--- config.mk ---
export PLATFORM = sky130hd
export DESIGN_NAME = fb_write_arbiter
export DESIGN_NICKNAME = d
export VERILOG_FILES = /design/src/rtl/gl_fb_pkg.sv /design/src/rtl/fb_clear_gen.sv /design/src/rtl/fb_write_arbiter.sv
export SDC_FILE = /design/constraint.sdc
export NUM_CORES = 1
export LEC_CHECK = 0
export ABC_AREA = 0
export CORE_ASPECT_RATIO = 0.5
export CORE_MARGIN = 3
export CORE_UTILIZATION = 41
export DETAILED_ROUTE_END_ITERATION = 6
export GPL_ROUTABILITY_DRIVEN = 0
export PLACE_DENSITY = 0.81
export SYNTH_ARGS = -nofsm -noshare
export SYNTH_HDL_FRONTEND = slang
export SYNTH_SLANG_ARGS = --single-unit
export TNS_END_PERCENT = 1
--- constraint.sdc ---
create_clock -name clk -period 1.9 [get_ports clk]
set_clock_uncertainty 0.2 [all_clocks]
set_input_delay 0.38 -clock clk [delete_from_list [all_inputs] [get_ports clk]]
set_output_delay 0.38 -clock clk [all_outputs]
set_load 0.005 [all_outputs]
--- src/rtl/gl_fb_pkg.sv ---
// Shared definitions for the framebuffer write path: pixel-word field layout,
// arbiter state encoding and a counter-width helper.
package gl_fb_pkg;

  localparam int DATA_W_DEF = 96;

  // Pixel word layout: {x, y, rgba}, each field 32 bits wide.
  localparam int X_MSB    = 95;
  localparam int X_LSB    = 64;
  localparam int Y_MSB    = 63;
  localparam int Y_LSB    = 32;
  localparam int RGBA_MSB = 31;

  typedef enum logic [1:0] {
    IDLE  = 2'd0,
    CLEAR = 2'd1,
    DONE  = 2'd2
  } fb_state_e;

  function automatic int cnt_w(input int n);
    return (n > 1) ? $clog2(n) : 1;
  endfunction

endpackage

--- src/rtl/fb_clear_gen.sv ---
// Row-major raster-scan coordinate generator used by the screen-clear engine.
// Synchronous zero has priority over advance; last_o flags (H_RES-1, V_RES-1).
module fb_clear_gen
  import gl_fb_pkg::*;
#(
  parameter int H_RES = 640,
  parameter int V_RES = 480,
  parameter int XW    = cnt_w(H_RES),
  parameter int YW    = cnt_w(V_RES)
) (
  input  logic          clk,
  input  logic          rst,
  input  logic          zero_i,
  input  logic          adv_i,
  output logic [XW-1:0] x_o,
  output logic [YW-1:0] y_o,
  output logic          last_o
);

  logic [XW-1:0] x_q, x_d;
  logic [YW-1:0] y_q, y_d;
  logic          x_end, y_end;

  assign x_end  = (x_q == XW'(H_RES - 1));
  assign y_end  = (y_q == YW'(V_RES - 1));
  assign last_o = x_end & y_end;
  assign x_o    = x_q;
  assign y_o    = y_q;

  always_comb begin
    x_d = x_q;
    y_d = y_q;
    if (zero_i) begin
      x_d = '0;
      y_d = '0;
    end else if (adv_i) begin
      if (x_end) begin
        x_d = '0;
        // Wrapping y on the final pixel leaves the scan ready for the next frame.
        y_d = y_end ? '0 : y_q + YW'(1);
      end else begin
        x_d = x_q + XW'(1);
      end
    end
  end

  always_ff @(posedge clk or negedge rst) begin
    if (!rst) begin
      x_q <= '0;
      y_q <= '0;
    end else begin
      x_q <= x_d;
      y_q <= y_d;
    end
  end

endmodule

--- src/rtl/fb_write_arbiter.sv ---
// Arbitrates the framebuffer FIFO write port between the rasterizer and the
// screen-clear engine. Optional scissor drop filter: define FB_SCISSOR_EN.
module fb_write_arbiter
  import gl_fb_pkg::*;
#(
  parameter int H_RES  = 640,
  parameter int V_RES  = 480,
  parameter int DATA_W = DATA_W_DEF
) (
  input  logic              clk,
  input  logic              rst,
  input  logic              clear_req,
  input  logic [31:0]       clear_color,
  output logic              clear_busy,
  output logic              clear_done,
  input  logic              ras_wr_en,
  input  logic [DATA_W-1:0] ras_wr_data,
  output logic              ras_full,
  input  logic              fb_afull,
  output logic              fb_wr_en,
  output logic [DATA_W-1:0] fb_wr_data,
`ifdef FB_SCISSOR_EN
  output logic [31:0]       drop_cnt,
`endif
  output logic [1:0]        dbg_state
);

  localparam int XW = cnt_w(H_RES);
  localparam int YW = cnt_w(V_RES);

  fb_state_e         state_q, state_d;
  logic              pending_q, pending_d;
  logic [31:0]       color_q, color_d;
  logic              wr_en_q, wr_en_d;
  logic [DATA_W-1:0] wr_data_q, wr_data_d;
  logic              busy_q, busy_d;
  logic              done_q, done_d;
  logic              accept;
  logic              scan_adv, scan_zero, scan_last;
  logic [XW-1:0]     scan_x;
  logic [YW-1:0]     scan_y;

  // Handshake: a rasterizer pixel transfers on any cycle with ras_wr_en high and
  // ras_full low; the rasterizer keeps ras_wr_en low while ras_full is high.
  // Downstream, fb_afull guarantees two free entries, covering the one-cycle
  // registered write latency.
  assign ras_full   = fb_afull | (state_q != IDLE) | pending_q;
  assign fb_wr_en   = wr_en_q;
  assign fb_wr_data = wr_data_q;
  assign clear_busy = busy_q;
  assign clear_done = done_q;
  assign dbg_state  = state_q;
  assign scan_zero  = (state_q != CLEAR);

  fb_clear_gen #(
    .H_RES (H_RES),
    .V_RES (V_RES),
    .XW    (XW),
    .YW    (YW)
  ) u_clear_gen (
    .clk    (clk),
    .rst    (rst),
    .zero_i (scan_zero),
    .adv_i  (scan_adv),
    .x_o    (scan_x),
    .y_o    (scan_y),
    .last_o (scan_last)
  );

`ifdef FB_SCISSOR_EN
  localparam logic [31:0] H_LIM = 32'(H_RES);
  localparam logic [31:0] V_LIM = 32'(V_RES);

  logic [31:0] drop_q, drop_d;
  logic        in_bounds;

  // Unsigned compare makes negative coordinates fall outside the screen.
  assign in_bounds = (ras_wr_data[X_MSB:X_LSB] < H_LIM) &&
                     (ras_wr_data[Y_MSB:Y_LSB] < V_LIM);
  assign drop_cnt  = drop_q;
`endif

  always_comb begin
    state_d   = state_q;
    pending_d = pending_q | clear_req;
    color_d   = color_q;
    wr_en_d   = 1'b0;
    wr_data_d = wr_data_q;
    done_d    = 1'b0;
    accept    = 1'b0;
    scan_adv  = 1'b0;
`ifdef FB_SCISSOR_EN
    drop_d    = drop_q;
`endif

    case (state_q)
      IDLE: begin
        if (pending_q) begin
          state_d = CLEAR;
          accept  = 1'b1;
        end else if (ras_wr_en && !ras_full) begin
`ifdef FB_SCISSOR_EN
          if (in_bounds) begin
            wr_en_d   = 1'b1;
            wr_data_d = ras_wr_data;
          end else if (drop_q != 32'hFFFF_FFFF) begin
            drop_d = drop_q + 32'd1;
          end
`else
          wr_en_d   = 1'b1;
          wr_data_d = ras_wr_data;
`endif
        end
      end

      CLEAR: begin
        if (!fb_afull) begin
          wr_en_d                    = 1'b1;
          wr_data_d                  = '0;
          wr_data_d[X_MSB:X_LSB]     = 32'(scan_x);
          wr_data_d[Y_MSB:Y_LSB]     = 32'(scan_y);
          wr_data_d[RGBA_MSB:0]      = color_q;
          scan_adv                   = 1'b1;
          if (scan_last) state_d = DONE;
        end
      end

      DONE: begin
        done_d = 1'b1;
        if (pending_q) begin
          state_d = CLEAR;
          accept  = 1'b1;
        end else begin
          state_d = IDLE;
        end
      end

      default: state_d = IDLE;
    endcase

    // A request arriving on the accept cycle itself queues the next clear.
    if (accept) begin
      pending_d = clear_req;
      color_d   = clear_color;
    end

    busy_d = pending_d | (state_d != IDLE);
  end

  always_ff @(posedge clk or negedge rst) begin
    if (!rst) begin
      state_q   <= IDLE;
      pending_q <= 1'b0;
      color_q   <= '0;
      wr_en_q   <= 1'b0;
      wr_data_q <= '0;
      busy_q    <= 1'b0;
      done_q    <= 1'b0;
    end else begin
      state_q   <= state_d;
      pending_q <= pending_d;
      color_q   <= color_d;
      wr_en_q   <= wr_en_d;
      wr_data_q <= wr_data_d;
      busy_q    <= busy_d;
      done_q    <= done_d;
    end
  end

`ifdef FB_SCISSOR_EN
  always_ff @(posedge clk or negedge rst) begin
    if (!rst) drop_q <= '0;
    else      drop_q <= drop_d;
  end
`endif

endmodule

---- Word level (Yosys, flattened, before mapping) ----
Index checks and enable logic that the tools add are counted.
storage, ports and cells
  register bits ........................... 153
  input port bits ......................... 133
  output and inout bits ................... 102
  logic and storage cells ................. 60
cells by class
  add/sub/neg operators ................... 2
  equal/unequal tests ..................... 8
  muxes and demuxes ....................... 25
  bitwise operators ....................... 5
  reduce and logical (&&, ||, !) cells .... 11
operator list
  kind                                                                   number
  96-bit 2-to-1 mux                                                      3
  96-bit one-hot mux with 2 select lines                                 1
  9-bit 2-to-1 mux                                                       4
  10-bit 2-to-1 mux                                                      3
  10-bit by 1-bit adder with 10-bit output, second input constant        1
  10-bit equality test, second input constant                            1
  2-bit nonzero test                                                     5
  9-bit by 1-bit adder with 9-bit output, second input constant          1
  9-bit equality test, second input constant                             1
  1-bit 2-to-1 mux                                                       9
  2-bit 2-to-1 mux                                                       3
  2-bit != test, second input constant                                   3
  2-bit one-hot mux with 3 select lines                                  1
  1-bit OR                                                               4
  4-bit AND reduction                                                    1
  2-bit by 1-bit equality test with 1-bit output, second input constant  1
  2-bit equality test, second input constant                             1
  2-bit zero test                                                        1
  2-bit by 1-bit != test with 1-bit output, second input constant        1
  1-bit one-hot mux with 2 select lines                                  1
  2-bit AND reduction                                                    1
  2-bit OR reduction                                                     1
  1-bit bitwise AND                                                      1
  1-bit logical AND                                                      1
  1-bit zero test                                                        1

---- Depth between registers and ports, before layout ----
Gate-level depths: netlist of run 1.
  depth after elaboration ................. 8
  mapped depth ............................ 7
  mapped depth without buffers ............ 5

---- By module ----
From an unflattened synthesis of run 1, not the netlist that was laid out.
second synthesis, totals
  cells, all modules ...................... 547
  area total of the unflattened synthesis .. 7404.6 µm²
modules (own cells, without submodules)
  module            instances  cells each  area each (µm²)  seq. area each (µm²)
  fb_write_arbiter  1          444         6364.9           3353.2
  fb_clear_gen      1          103         1039.7           475.5

---- Worst setup path after synthesis of run 1 ----
Ideal clock, no wire load.
  kind .................................... register -> register
  start ................................... reg u_clear_gen.y_q[0] (netlist: u_clear_gen.y_o[0])
  end ..................................... reg u_clear_gen.y_q[5] (netlist: u_clear_gen.y_o[5])
  setup time .............................. 77 ps
  arrival ................................. 1564 ps
  data required time ...................... 1623 ps
  path slack .............................. 59 ps
  stages on the path, launching flop included .. 6
  path buffers ............................ 0
  clock period less this slack ............ 1841 ps
  path through ............................ dfrtp_1 > ha_1 > and3b_1 > nand4_1 > or4b_1 > a21oi_1
between the ends
  word-level cells in the longest chain between the ends .. 5
  elaborated cells on any way between the ends .. 6
  those cells by class .................... 1 x add/sub; 1 x eq/ne; 4 x mux
ends and longest elaborated chain
  item                                                                           line                                    text
  start: declaration                                                             fb_clear_gen.sv:21                      logic [YW-1:0] y_q, y_d;
  start signal: assignment                                                       fb_clear_gen.sv:53                      y_q <= y_d;
  9-bit by 1-bit adder with 9-bit output or 9-bit equality test (tied branches)  fb_clear_gen.sv:40, fb_clear_gen.sv:25
  9-bit 2-to-1 mux *                                                             fb_clear_gen.sv:40                      y_d = y_end ? '0 : y_q + YW'(1);
  9-bit 2-to-1 mux *                                                             fb_clear_gen.sv:37                      if (x_end) begin
  9-bit 2-to-1 mux *                                                             fb_clear_gen.sv:36                      end else if (adv_i) begin
  9-bit 2-to-1 mux *                                                             fb_clear_gen.sv:33                      if (zero_i) begin
Mark *: on every way between the ends. The rest lies on a longest branch, timed or not. The select of a mux whose other input is x is not followed.
A chain may end at the register's enable or synchronous reset.

---- Final worst setup path of run 1 ----
  start ................................... reg pending_q
  end ..................................... out ras_full
between the ends
  word-level cells in the longest chain between the ends .. 1
ends and longest elaborated chain
  item                      line                     text
  start: declaration        fb_write_arbiter.sv:32   logic pending_q, pending_d;
  start signal: assignment  fb_write_arbiter.sv:161  pending_q <= pending_d;
  1-bit OR                  fb_write_arbiter.sv:47   assign ras_full = fb_afull | (state_q != IDLE) | pending_q;
  end: declaration          fb_write_arbiter.sv:18   output logic ras_full,
Every way passes these cells.

==> results of run 1 <==
worst min-delay path by stage:
stage,slack (ns),startpoint,depth (start not counted),endpoint
2_1_floorplan,-0.12,rst,0,clear_busy$_DFF_PN0_
3_3_place_gp,0.11,rst,1,fb_wr_data[28]$_DFFE_PN0P_
3_5_place_dp,0.11,rst,1,color_q[24]$_DFFE_PN0P_
4_1_cts,0.23,rst,2,color_q[24]$_DFFE_PN0P_
5_1_grt,0.29,rst,2,fb_wr_data[29]$_DFFE_PN0P_
6_report,0.25,rst,2,fb_wr_data[28]$_DFFE_PN0P_
worst max-delay path: stages, from the launching register on:
cell	delay, ns
dfrtp_1	0.39
nor4_2	0.25
buf_4	0.16
inv_2	0.03
buf_6	0.10
cell type report:
cell class	instances	area [sq um]
Antenna cell	2	5.00
Clock buffer	20	457
Clock inverter	12	139
Fill cell	1127	4880
Inverter	2	7.51
Multi-Input combinational cell	420	2530
Sequential cell	153	3830
Tap cell	198	248
Timing Repair Buffer	283	2950
per-stage QoR:
| stage | setup WS, ns | std cells |
|---|---|---|
| 6_report | -0.0295 | 1090 |
| 5_1_grt | -0.0641 | 1090 |
| 4_1_cts | -0.117 | 1087 |
| 3_5_place_dp | -0.523 | 1053 |
| 3_3_place_gp | -0.474 | 1053 |
| 2_1_floorplan | 0.0589 | 616 |
synth_stat cells:
library cell / n / area share, %
nand2_1: 154 / 8.8
dfrtp_1: 153 / 58
o21ai_0: 58 / 4.4
mux2i_1: 47 / 7.2
o21ai_1: 39 / 3.0
mux2_2: 32 / 5.5
clkbuf_1: 15 / 0.86
buf_2: 14 / 1.1
nor2_1: 12 / 0.69
a21oi_1: 9 / 0.69
buf_4: 9 / 1.0
nand3_1: 9 / 0.69
xor2_1: 8 / 1.1
nand4_1: 7 / 0.67
a31oi_1: 6 / 0.57
nor3_1: 6 / 0.46
and3_1: 3 / 0.29
nor2b_1: 3 / 0.29
or4_1: 3 / 0.34
and2_1: 2 / 0.19
ha_1: 2 / 0.38
inv_1: 2 / 0.11
nand2b_1: 2 / 0.19
nand3b_1: 2 / 0.23
or3_1: 2 / 0.19
or4b_1: 2 / 0.31
a21o_1: 1 / 0.11
and3_2: 1 / 0.11
and3b_1: 1 / 0.13
and4_1: 1 / 0.13
and4b_1: 1 / 0.15
and4bb_2: 1 / 0.19
buf_6: 1 / 0.17
clkbuf_2: 1 / 0.076
clkbuf_8: 1 / 0.21
nand3_4: 1 / 0.27
nor2b_4: 1 / 0.21
nor3b_2: 1 / 0.19
nor4_2: 1 / 0.19
or3b_1: 1 / 0.13
xnor2_1: 1 / 0.13
cell families after synthesis:
| family | count (synthesis) | share of synthesized area, % |
|---|---|---|
| simple gates | 217 | 15.1 |
| flops | 153 | 58.4 |
| compound gates | 113 | 8.78 |
| mux | 79 | 12.7 |
| buf+inv | 43 | 3.53 |
| xor+xnor | 9 | 1.20 |
| fa+ha+maj | 2 | 0.382 |
report_power, final:
part	total, mW	switching [mW]	internal [mW]
sequential	4.40	0.405	4.00
clock	3.45	1.43	2.03
combinational	2.44	0.962	1.48
total	10.3	2.79	7.51
sequential cells by signal, summed over array words and instances, names as in the netlist:
signal and count:
u_clear_gen.x_o 10, u_clear_gen.y_o 9, fb_wr_en 1, pending_q 1, color_q 32, fb_wr_data 96, dbg_state 2, clear_done 1
clear_busy 1
repair_timing:
| action | in CTS | in global routing |
|---|---|---|
| resized for setup | 20 | 54 |
| endpoints found under the setup margin | 15 | 53 |
| hold buffers | 1 | 0 |
| setup buffers | 1 | 1 |
| endpoints found under the hold margin | 108 | 0 |
| pin swaps | 1 | 1 |
routing by layer:
| layer | track usage [%] | vias to the layer above | wire length [um] |
|---|---|---|---|
| li1 | - | 2623 | - |
| met3 | 4.08 | 40 | 829 |
| met5 | 0 | - | 0 |
| met1 | 25.2 | 2669 | 7570 |
| met2 | 36.7 | 165 | 9650 |
| met4 | 8.80 | 0 | 630 |
==> run summary, run 1 <==
Final number of max-transition violations - 0
Worst-path clk slew - 0.06 ns
Max-capacitance violation count - 0
Fraction of the yosys area taken by sequential cells - 58.4%
Vias post-DR - 5497
TritonCTS buffer count - 17
Startpoint of the most critical register-to-register path - u_clear_gen.x_o[8]$_DFFE_PN0P_
Number of antenna violations at the first check in global routing - 2
Most frequent standard cell in the layout excluding fill and tap cells - clkdlybuf4s50_1
Port Buf Inserts - 234
Number of vias per cell - 5.04
Clock root buffer - clkbuf_16
Hold/Removal Path Class - in2async
Worst supply voltage drop on vdd - 0.658 mV
Die X - 185 um
Proportion of layout cells with a drive suffix above 1 - 14.0%
Finished layout cell area - 10200 sq um
Worst flop-to-flop path endpoint - u_clear_gen.y_o[5]$_DFFE_PN0P_
Worst slew margin relative to its limit - 74.9%
Power density over the cells - 1010 nW/um^2
Critical path peak fanout - 2
Post-route core utilization - 67.6%
Global-route wire length before repair - 28900 um
Critical Path End Type - output port
Via count of the first global-routing pass - 5704
Length in cells of the worst reg-to-reg path - 4
Worst setup startpoint - pending_q$_DFF_PN0_
Number of warnings reported in the yosys synthesis log - 0
Cell count after synthesis - 616
Placed wire-length estimate after detailed placement - 13400 um
Worst path arrival time - 1.35 ns
Detailed Route Iter0 Violations - 262
Total power consumption of the routed design - 10.3 mW
Die ar. - 17600 sq um
Area of the placeable core - 15000 sq um
Worst skew pair latency - 0.42 ns
Max H-tree Level - 4
Setup slack of the most critical reg-to-reg path - 0.08 ns
Setup violation total in the final timing report - 1
Netlist Area Pre-Place - 6560 sq um
Clock sink total - 153
Post-layout min period - 1.93 ns
Commonest non-fill, non-tap cells in the layout - clkdlybuf4s50_1 (169), nand2_1 (154), dfrtp_1 (153)
Number of storage elements in the synthesis netlist - 153
Number of nets still failing antenna checks after routing - 0
Overall fraction of global-route tracks in use - 20.8%
Least setup slack across all paths after layout - -0.0295 ns
RSZ-0062 raised after global routing - yes
DRC violation count after routing - 0
End of the critical path - ras_full
Routed wire per std cell - 17.1 um
Number of distinct library cell variants in the gate-level netlist after synthesis - 41
Critical path data required time - 1.32 ns
Maximum buffer depth of the clock tree - 2
Number of nets in the finished design - 1012
Synthesized net count - 751
Maximum number of pins on one net before global-route repair - 45
# IOs - 235
Slew at the pin closest to its max-slew limit - 0.376 ns
Overflow left after global routing - 0
Layout overhead on the synthesized area - 55.0%
Hold slack - 0.246 ns
Leakage - 5.23 nW
Die H - 95.4 um
Sum Neg Setup Slack - -0.0295 ns
Worst setup path category - reg2out
DP Area - 9420 sq um
Maximum clock frequency - 518 MHz
Final wirelength - 18700 um
DR pass1 iterations - 4
Final worst-path cycle share - 102%
CTS tree - yes
Hold Violations, Final - 0
Initial core utilization - 43.6%
FP Rows - 31
Violations in the final reports - setup timing
Crit start category - register
Status - finished with violations
Average instance area after synthesis - 10.6 sq um
Power figures use the tool's default switching activity.
==> run 2, diff against run 1 <==
CORE_UTILIZATION = 42   (was 41)
PLACE_DENSITY = 0.8   (was 0.81)
REMOVE_ABC_BUFFERS = 1   (was unset)
SYNTH_HIERARCHICAL = 1   (was unset)
==> run summary, run 2 <==
Worst skew pair latency - 0.41 ns (was 0.42 ns)
Vias post-DR - 5195 (was 5497)
Most used DFF post-synth - dfrtp_1 (unchanged)
Setup violation total in the final timing report - 24 (was 1)
Number of nets still failing antenna checks after routing - 0 (unchanged)
Cell with the most instances after synthesis - dfrtp_1 (was nand2_1)
Length in cells of the worst reg-to-reg path - 7 (was 4)
Layout overhead on the synthesized area - 49.1% (was 55.0%)
Critical path's slowest cell - dfrtp_1 (unchanged)
Overflow left after global routing - 0 (unchanged)
Number of fill cells in the layout - 1217 (was 1127)
Top cells by instance count after synthesis - dfrtp_1 (153), mux2_4 (96), nand2_1 (55) (was nand2_1 (154), dfrtp_1 (153), o21ai_0 (58))
Number of storage elements in the synthesis netlist - 153 (unchanged)
Post-synth EDFFs - 0 (unchanged)
Violations in the final reports - setup timing (unchanged)
Worst slew margin relative to its limit - 65.9% (was 74.9%)
Top cell type's share of synthesized area - 51.7% (was 58.4%)
DR pass1 iterations - 4 (unchanged)
Commonest non-fill, non-tap cells in the layout - clkdlybuf4s50_1 (163), dfrtp_1 (153), mux2_4 (96) (was clkdlybuf4s50_1 (169), nand2_1 (154), dfrtp_1 (153))
Via count of the first global-routing pass - 5763 (was 5704)
Worst-path clk slew - 0.07 ns (was 0.06 ns)
Crit start category - register (unchanged)
Hold Violations, Final - 0 (unchanged)
Initial core utilization - 44.1% (was 43.6%)
Number of antenna violations at the first check in global routing - 0 (was 2)
Worst path arrival time - 1.38 ns (was 1.35 ns)
Number of vias per cell - 4.91 (was 5.04)
Critical path peak fanout - 6 (was 2)
Maximum number of pins on one net before global-route repair - 50 (was 45)
Placed wire-length estimate after detailed placement - 13300 um (was 13400 um)
Die H - 99.9 um (was 95.4 um)
Leakage - 5.84 nW (was 5.23 nW)
Finished layout cell area - 11000 sq um (was 10200 sq um)
Cell breakdown of the critical path - buf_6, nor2_1, nand2_1, dlygate4sd2_1 (was nor4_2, buf_4, inv_2, buf_6)
Area of the placeable core - 16800 sq um (was 15000 sq um)
Critical path data required time - 1.32 ns (about the same)
Largest delay contributor family on the critical path - buffers and inverters (was flip-flops)
Detailed Route Iter0 Violations - 219 (was 262)
Critical Path Max Stage Delay - 0.40 ns (was 0.39 ns)
DRC violation count after routing - 0 (unchanged)
# IOs - 235 (unchanged)
Status - finished with violations (unchanged)
Max-capacitance violation count - 0 (unchanged)
Netlist Area Pre-Place - 7400 sq um (was 6560 sq um)
Port Buf Inserts - 234 (unchanged)
Worst setup path category - reg2out (unchanged)
Number of buffers and inverters on the critical path - 2 (was 3)
Critical Path End Type - output port (unchanged)
Antenna diode count - 0 (was 2)
Global-route wire length before repair - 29900 um (was 28900 um)
Cell count after synthesis - 547 (was 616)
DP Area - 10200 sq um (was 9420 sq um)
Number of nets in the finished design - 953 (was 1012)
Final wirelength - 18500 um (was 18700 um)
Slew at the pin closest to its max-slew limit - 0.511 ns (was 0.376 ns)
Stages on worst setup path - 4 (unchanged)
Clock sink total - 153 (unchanged)
Hold/Removal Path Class - in2async (unchanged)
Average instance area after synthesis - 13.5 sq um (was 10.6 sq um)
Most frequent standard cell in the layout excluding fill and tap cells - clkdlybuf4s50_1 (unchanged)
Die ar. - 19400 sq um (was 17600 sq um)
Power density over the cells - 1050 nW/um^2 (was 1010 nW/um^2)
Sum Neg Setup Slack - -0.626 ns (was -0.0295 ns)
Largest cells by area after synthesis - dfrtp_1 (52%), mux2_4 (19%), mux2i_1 (6.2%) (was dfrtp_1 (58%), nand2_1 (8.8%), mux2i_1 (7.2%))
Worst supply voltage drop on vdd - 0.622 mV (was 0.658 mV)
Number of flip-flops in the largest register - 96 (unchanged)
Final worst-path cycle share - 103% (was 102%)
Largest area contributor in the synthesized netlist - dfrtp_1 (unchanged)
Post-layout min period - 1.96 ns (was 1.93 ns)
Overall fraction of global-route tracks in use - 19.3% (was 20.8%)
FP Rows - 33 (was 31)
Routed wire per std cell - 17.5 um (was 17.1 um)
RSZ-0062 raised after global routing - yes (unchanged)
Maximum clock frequency - 511 MHz (was 518 MHz)
Clock root buffer - clkbuf_16 (unchanged)
Share of synthesized flip-flops with an asynchronous set or reset - 100% (unchanged)
Max H-tree Level - 4 (unchanged)
Final number of max-transition violations - 0 (unchanged)
CTS tree - yes (unchanged)
Number of warnings reported in the yosys synthesis log - 6 (was 0)
Proportion of layout cells with a drive suffix above 1 - 27.6% (was 14.0%)
Die X - 194 um (was 185 um)
Fraction of the yosys area taken by sequential cells - 51.7% (was 58.4%)
TritonCTS buffer count - 17 (unchanged)
Least setup slack across all paths after layout - -0.0571 ns (was -0.0295 ns)
Maximum buffer depth of the clock tree - 2 (unchanged)
Number of distinct library cell variants in the gate-level netlist after synthesis - 42 (was 41)
## run 2: power by group
part | switching [mW] | internal (mW)
sequential | 0.491 | 4.14
clock | 1.44 | 1.87
combinational | 1.12 | 2.57
total | 3.05 | 8.58
## run 2: through the flow
stage	setup WS (ns)	hold WS (ns)	total power, mW	utilization, %	std cells
6_report	-0.0571	0.308	11.6	65.7	1058
4_1_cts	-0.102	0.293	11.8	64.3	1054
5_1_grt	-0.110	0.299	12.2	65.7	1058
3_5_place_dp	-0.244	0.174	8.51	60.8	1020
3_3_place_gp	-0.233	0.171	8.34	60.8	1020
2_1_floorplan	-2.90	-0.116	6.65	-	518
## run 2: layer usage
layer	GRT usage, %	wire length, um
met3	4.06	754
met1	22.5	7570
met5	0	0
met2	35.7	9790
met4	6.89	378
## run 2: logic make-up (layout without fill, tap and decap cells)
| family | after synthesis | after routing | synth area share (%) |
|---|---|---|---|
| AOI/OAI and AO/OA | 23 | 23 | 2.45 |
| xor gates and xnor gates | 8 | 8 | 0.946 |
| adders and majority gates | 2 | 2 | 0.338 |
| buffers and inverters | 77 | 361 | 6.13 |
| DFF | 153 | 153 | 51.7 |
| muxes | 180 | 180 | 31.5 |
| and+or+nand+nor | 104 | 104 | 6.96 |
## run 2: area by class of cell
class	count	area (sq um)	share of cell area [%]
inverter	48	180	1.63
multi-input combinational	317	3160	28.6
tap	227	284	2.57
sequential	153	3830	34.7
timing repair buffer	281	3010	27.3
clock inverter	14	140	1.27
clock buffer	18	439	3.98
## run 2: worst paths after layout
kind / start / end / slack, ns
setup / recovery: dbg_state[0]$_DFF_PN0_ / ras_full / -0.06
hold / removal: rst / fb_wr_data[45]$_DFFE_PN0P_ / 0.31
setup reg to reg: dbg_state[1]$_DFF_PN0_ / fb_wr_data[27]$_DFFE_PN0P_ / -0.05
hold reg to reg: color_q[2]$_DFFE_PN0P_ / color_q[2]$_DFFE_PN0P_ / 0.31
max in group asynchronous: rst / fb_wr_data[30]$_DFFE_PN0P_ / 0.65
min in group clk: color_q[2]$_DFFE_PN0P_ / color_q[2]$_DFFE_PN0P_ / 0.31
## run 2: timing repair
item,in CTS,in global routing
gates cloned,0,3
pin swaps,0,4
hold endpoints to repair,42,0
buffers inserted,1,1
hold buffers,1,0
resized for setup,24,60
endpoints found under the setup margin,17,134
==> run 3, diff against run 2 <==
CORE_UTILIZATION = 41   (was 42)
PLACE_DENSITY = 0.81   (was 0.8)
SYNTH_HIERARCHICAL = unset   (was 1)
==> run summary, run 3 (synthesis results as in run 1) <==
Clock sink total - 153 (unchanged)
Worst-path clk slew - 0.07 ns (about the same)
DRC violation count after routing - 0 (unchanged)
Antenna diode count - 0 (unchanged)
Hold/Removal Path Class - in2async (unchanged)
Status - finished with violations (unchanged)
Number of antenna violations at the first check in global routing - 0 (unchanged)
Post-layout min period - 1.93 ns (was 1.96 ns)
CTS tree - yes (unchanged)
Routed wire per std cell - 17.3 um (was 17.5 um)
Hold Violations, Final - 0 (unchanged)
Overflow left after global routing - 0 (unchanged)
Sw Pwr - 2.78 mW (was 3.05 mW)
Cell breakdown of the critical path - nor4_4, inv_1, buf_2 (was buf_6, nor2_1, nand2_1, dlygate4sd2_1)
Detailed Route Iter0 Violations - 245 (was 219)
FP Rows - 31 (was 33)
Critical Path End Type - output port (unchanged)
Global-route wire length before repair - 29400 um (was 29900 um)
Fraction of power consumed by the clock network - 33.9% (was 28.5%)
Critical Path Max Stage Delay - 0.41 ns (was 0.40 ns)
Number of vias per cell - 5.09 (was 4.91)
Switching part of the total power - 26.7% (was 26.2%)
Worst path arrival time - 1.35 ns (was 1.38 ns)
Most frequent standard cell in the layout excluding fill and tap cells - clkdlybuf4s50_1 (unchanged)
Placed wire-length estimate after detailed placement - 13300 um (about the same)
Final number of max-transition violations - 0 (unchanged)
Die ar. - 17600 sq um (was 19400 sq um)
Area of the placeable core - 15000 sq um (was 16800 sq um)
Part of the power in registers - 42.1% (was 39.8%)
Critical path peak fanout - 2 (was 6)
Number of flip-flops in the largest register - 96 (unchanged)
Worst slew margin relative to its limit - 77.5% (was 65.9%)
Placement Setup Slack - -0.387 ns (was -0.244 ns)
Slew at the pin closest to its max-slew limit - 0.338 ns (was 0.511 ns)
Violations in the final reports - setup timing (unchanged)
Met3 global-route usage - 4.84% (was 4.06%)
Proportion of layout cells with a drive suffix above 1 - 14.5% (was 27.6%)
Max-capacitance violation count - 0 (unchanged)
Internal power of the cells - 7.63 mW (was 8.58 mW)
Max H-tree Level - 4 (unchanged)
Maximum buffer depth of the clock tree - 2 (unchanged)
Maximum clock frequency - 517 MHz (was 511 MHz)
Global route hottest layer - met2 (unchanged)
Initial core utilization - 43.6% (was 44.1%)
Layout overhead on the synthesized area - 55.7% (was 49.1%)
RSZ-0062 raised after global routing - yes (unchanged)
Final wirelength - 18800 um (was 18500 um)
Vias post-DR - 5524 (was 5195)
Port Buf Inserts - 234 (unchanged)
Number of nets in the finished design - 1010 (was 953)
Maximum number of pins on one net before global-route repair - 51 (was 50)
Die X - 185 um (was 194 um)
Worst setup path category - reg2out (unchanged)
Number of buffers and inverters on the critical path - 2 (unchanged)
Met2 Resource Use GR - 36.8% (was 35.7%)
Commonest non-fill, non-tap cells in the layout - clkdlybuf4s50_1 (161), nand2_1 (154), dfrtp_1 (153) (was clkdlybuf4s50_1 (163), dfrtp_1 (153), mux2_4 (96))
Routing usage on met1 - 25.9% (was 22.5%)
Clock root buffer - clkbuf_16 (unchanged)
Critical path data required time - 1.32 ns (about the same)
Setup violation total in the final timing report - 1 (was 24)
Finished Layout Cells - 1086 (was 1058)
Worst skew pair latency - 0.42 ns (was 0.41 ns)
Overall fraction of global-route tracks in use - 21.3% (was 19.3%)
Die H - 95.4 um (was 99.9 um)
Worst supply voltage drop on vdd - 0.640 mV (was 0.622 mV)
Hold slack - 0.208 ns (was 0.308 ns)
Critical path's slowest cell - dfrtp_1 (unchanged)
TritonCTS buffer count - 17 (unchanged)
DR pass1 iterations - 4 (unchanged)
Portion of total power attributed to combinational logic - 23.9% (was 31.7%)
# IOs - 235 (unchanged)
Power density over the cells - 1020 nW/um^2 (was 1050 nW/um^2)
Sum Neg Setup Slack - -0.0331 ns (was -0.626 ns)
Leakage - 5.28 nW (was 5.84 nW)
Final worst-path cycle share - 102% (was 103%)
Least setup slack across all paths after layout - -0.0331 ns (was -0.0571 ns)
Number of nets still failing antenna checks after routing - 0 (unchanged)
Crit start category - register (unchanged)
Largest delay contributor family on the critical path - flip-flops (was buffers and inverters)
Post-route core utilization - 67.8% (was 65.7%)
Via count of the first global-routing pass - 5806 (was 5763)
Placed insts - 1050 (was 1020)
run 3: changes by cell type in the layout (fill, tap and decap cells not counted), sizes merged, moves of 6 or more:
cell | before | now
inv | 52 | 4
a31oi | 0 | 6
mux2 | 134 | 32
nor3 | 0 | 6
o21ai | 2 | 97
nand2 | 55 | 154
run 3: stage by stage:
stage	power [mW]	area, sq um
after floorplan	5.43	6330
after global placement	6.87	9390
after detailed placement	7.00	9390
after CTS	10.6	10000
after global routing	11.0	10200
final	10.4	10200
run 3: final timing paths:
path	depth (start not counted)	slack, ns	to	start
worst max register to register	4	0	u_clear_gen.y_o[5]$_DFFE_PN0P_	u_clear_gen.x_o[7]$_DFFE_PN0P_
worst max-delay path	3	-0.03	ras_full	dbg_state[0]$_DFF_PN0_
min in group clk	2	0.28	fb_wr_data[10]$_DFFE_PN0P_	fb_wr_data[10]$_DFFE_PN0P_
worst min register to register	2	0.28	fb_wr_data[10]$_DFFE_PN0P_	fb_wr_data[10]$_DFFE_PN0P_
worst min-delay path	2	0.21	fb_wr_data[67]$_DFFE_PN0P_	rst
max in group asynchronous	3	0.61	fb_wr_data[15]$_DFFE_PN0P_	rst
run 3: power by group through the flow:
stage	registers, mW	logic, mW	clock network [mW]
3_3_place_gp	4.41	2.46	0
6_report	4.39	2.49	3.54
3_5_place_dp	4.44	2.56	0
5_1_grt	4.49	2.72	3.76
4_1_cts	4.40	2.55	3.61
2_1_floorplan	4.43	1.00	0
run 3: final cells by class:
class | count | area (sq um)
inverter | 2 | 7.51
clock buffer | 19 | 453
sequential | 153 | 3830
multi-input combinational | 420 | 2570
fill | 1101 | 4840
tap | 198 | 248
clock inverter | 13 | 166
timing repair buffer | 281 | 2940
run 3: per-layer routing:
| metal | share of wire (%) | vias to the layer above | wire length [um] |
|---|---|---|---|
| li1 | - | 2620 | - |
| met1 | 41 | 2671 | 7650 |
| met2 | 51 | 182 | 9550 |
| met3 | 4.5 | 51 | 843 |
| met4 | 3.8 | 0 | 711 |
| met5 | 0 | - | 0 |
run 3: what timing repair did:
action                                  CTS  global route
hold endpoints to repair                 99             0
pin swaps                                 1             1
resized for setup                        26            81
endpoints found under the setup margin   20           122
setup buffers                             3             0
hold buffers                              1             0
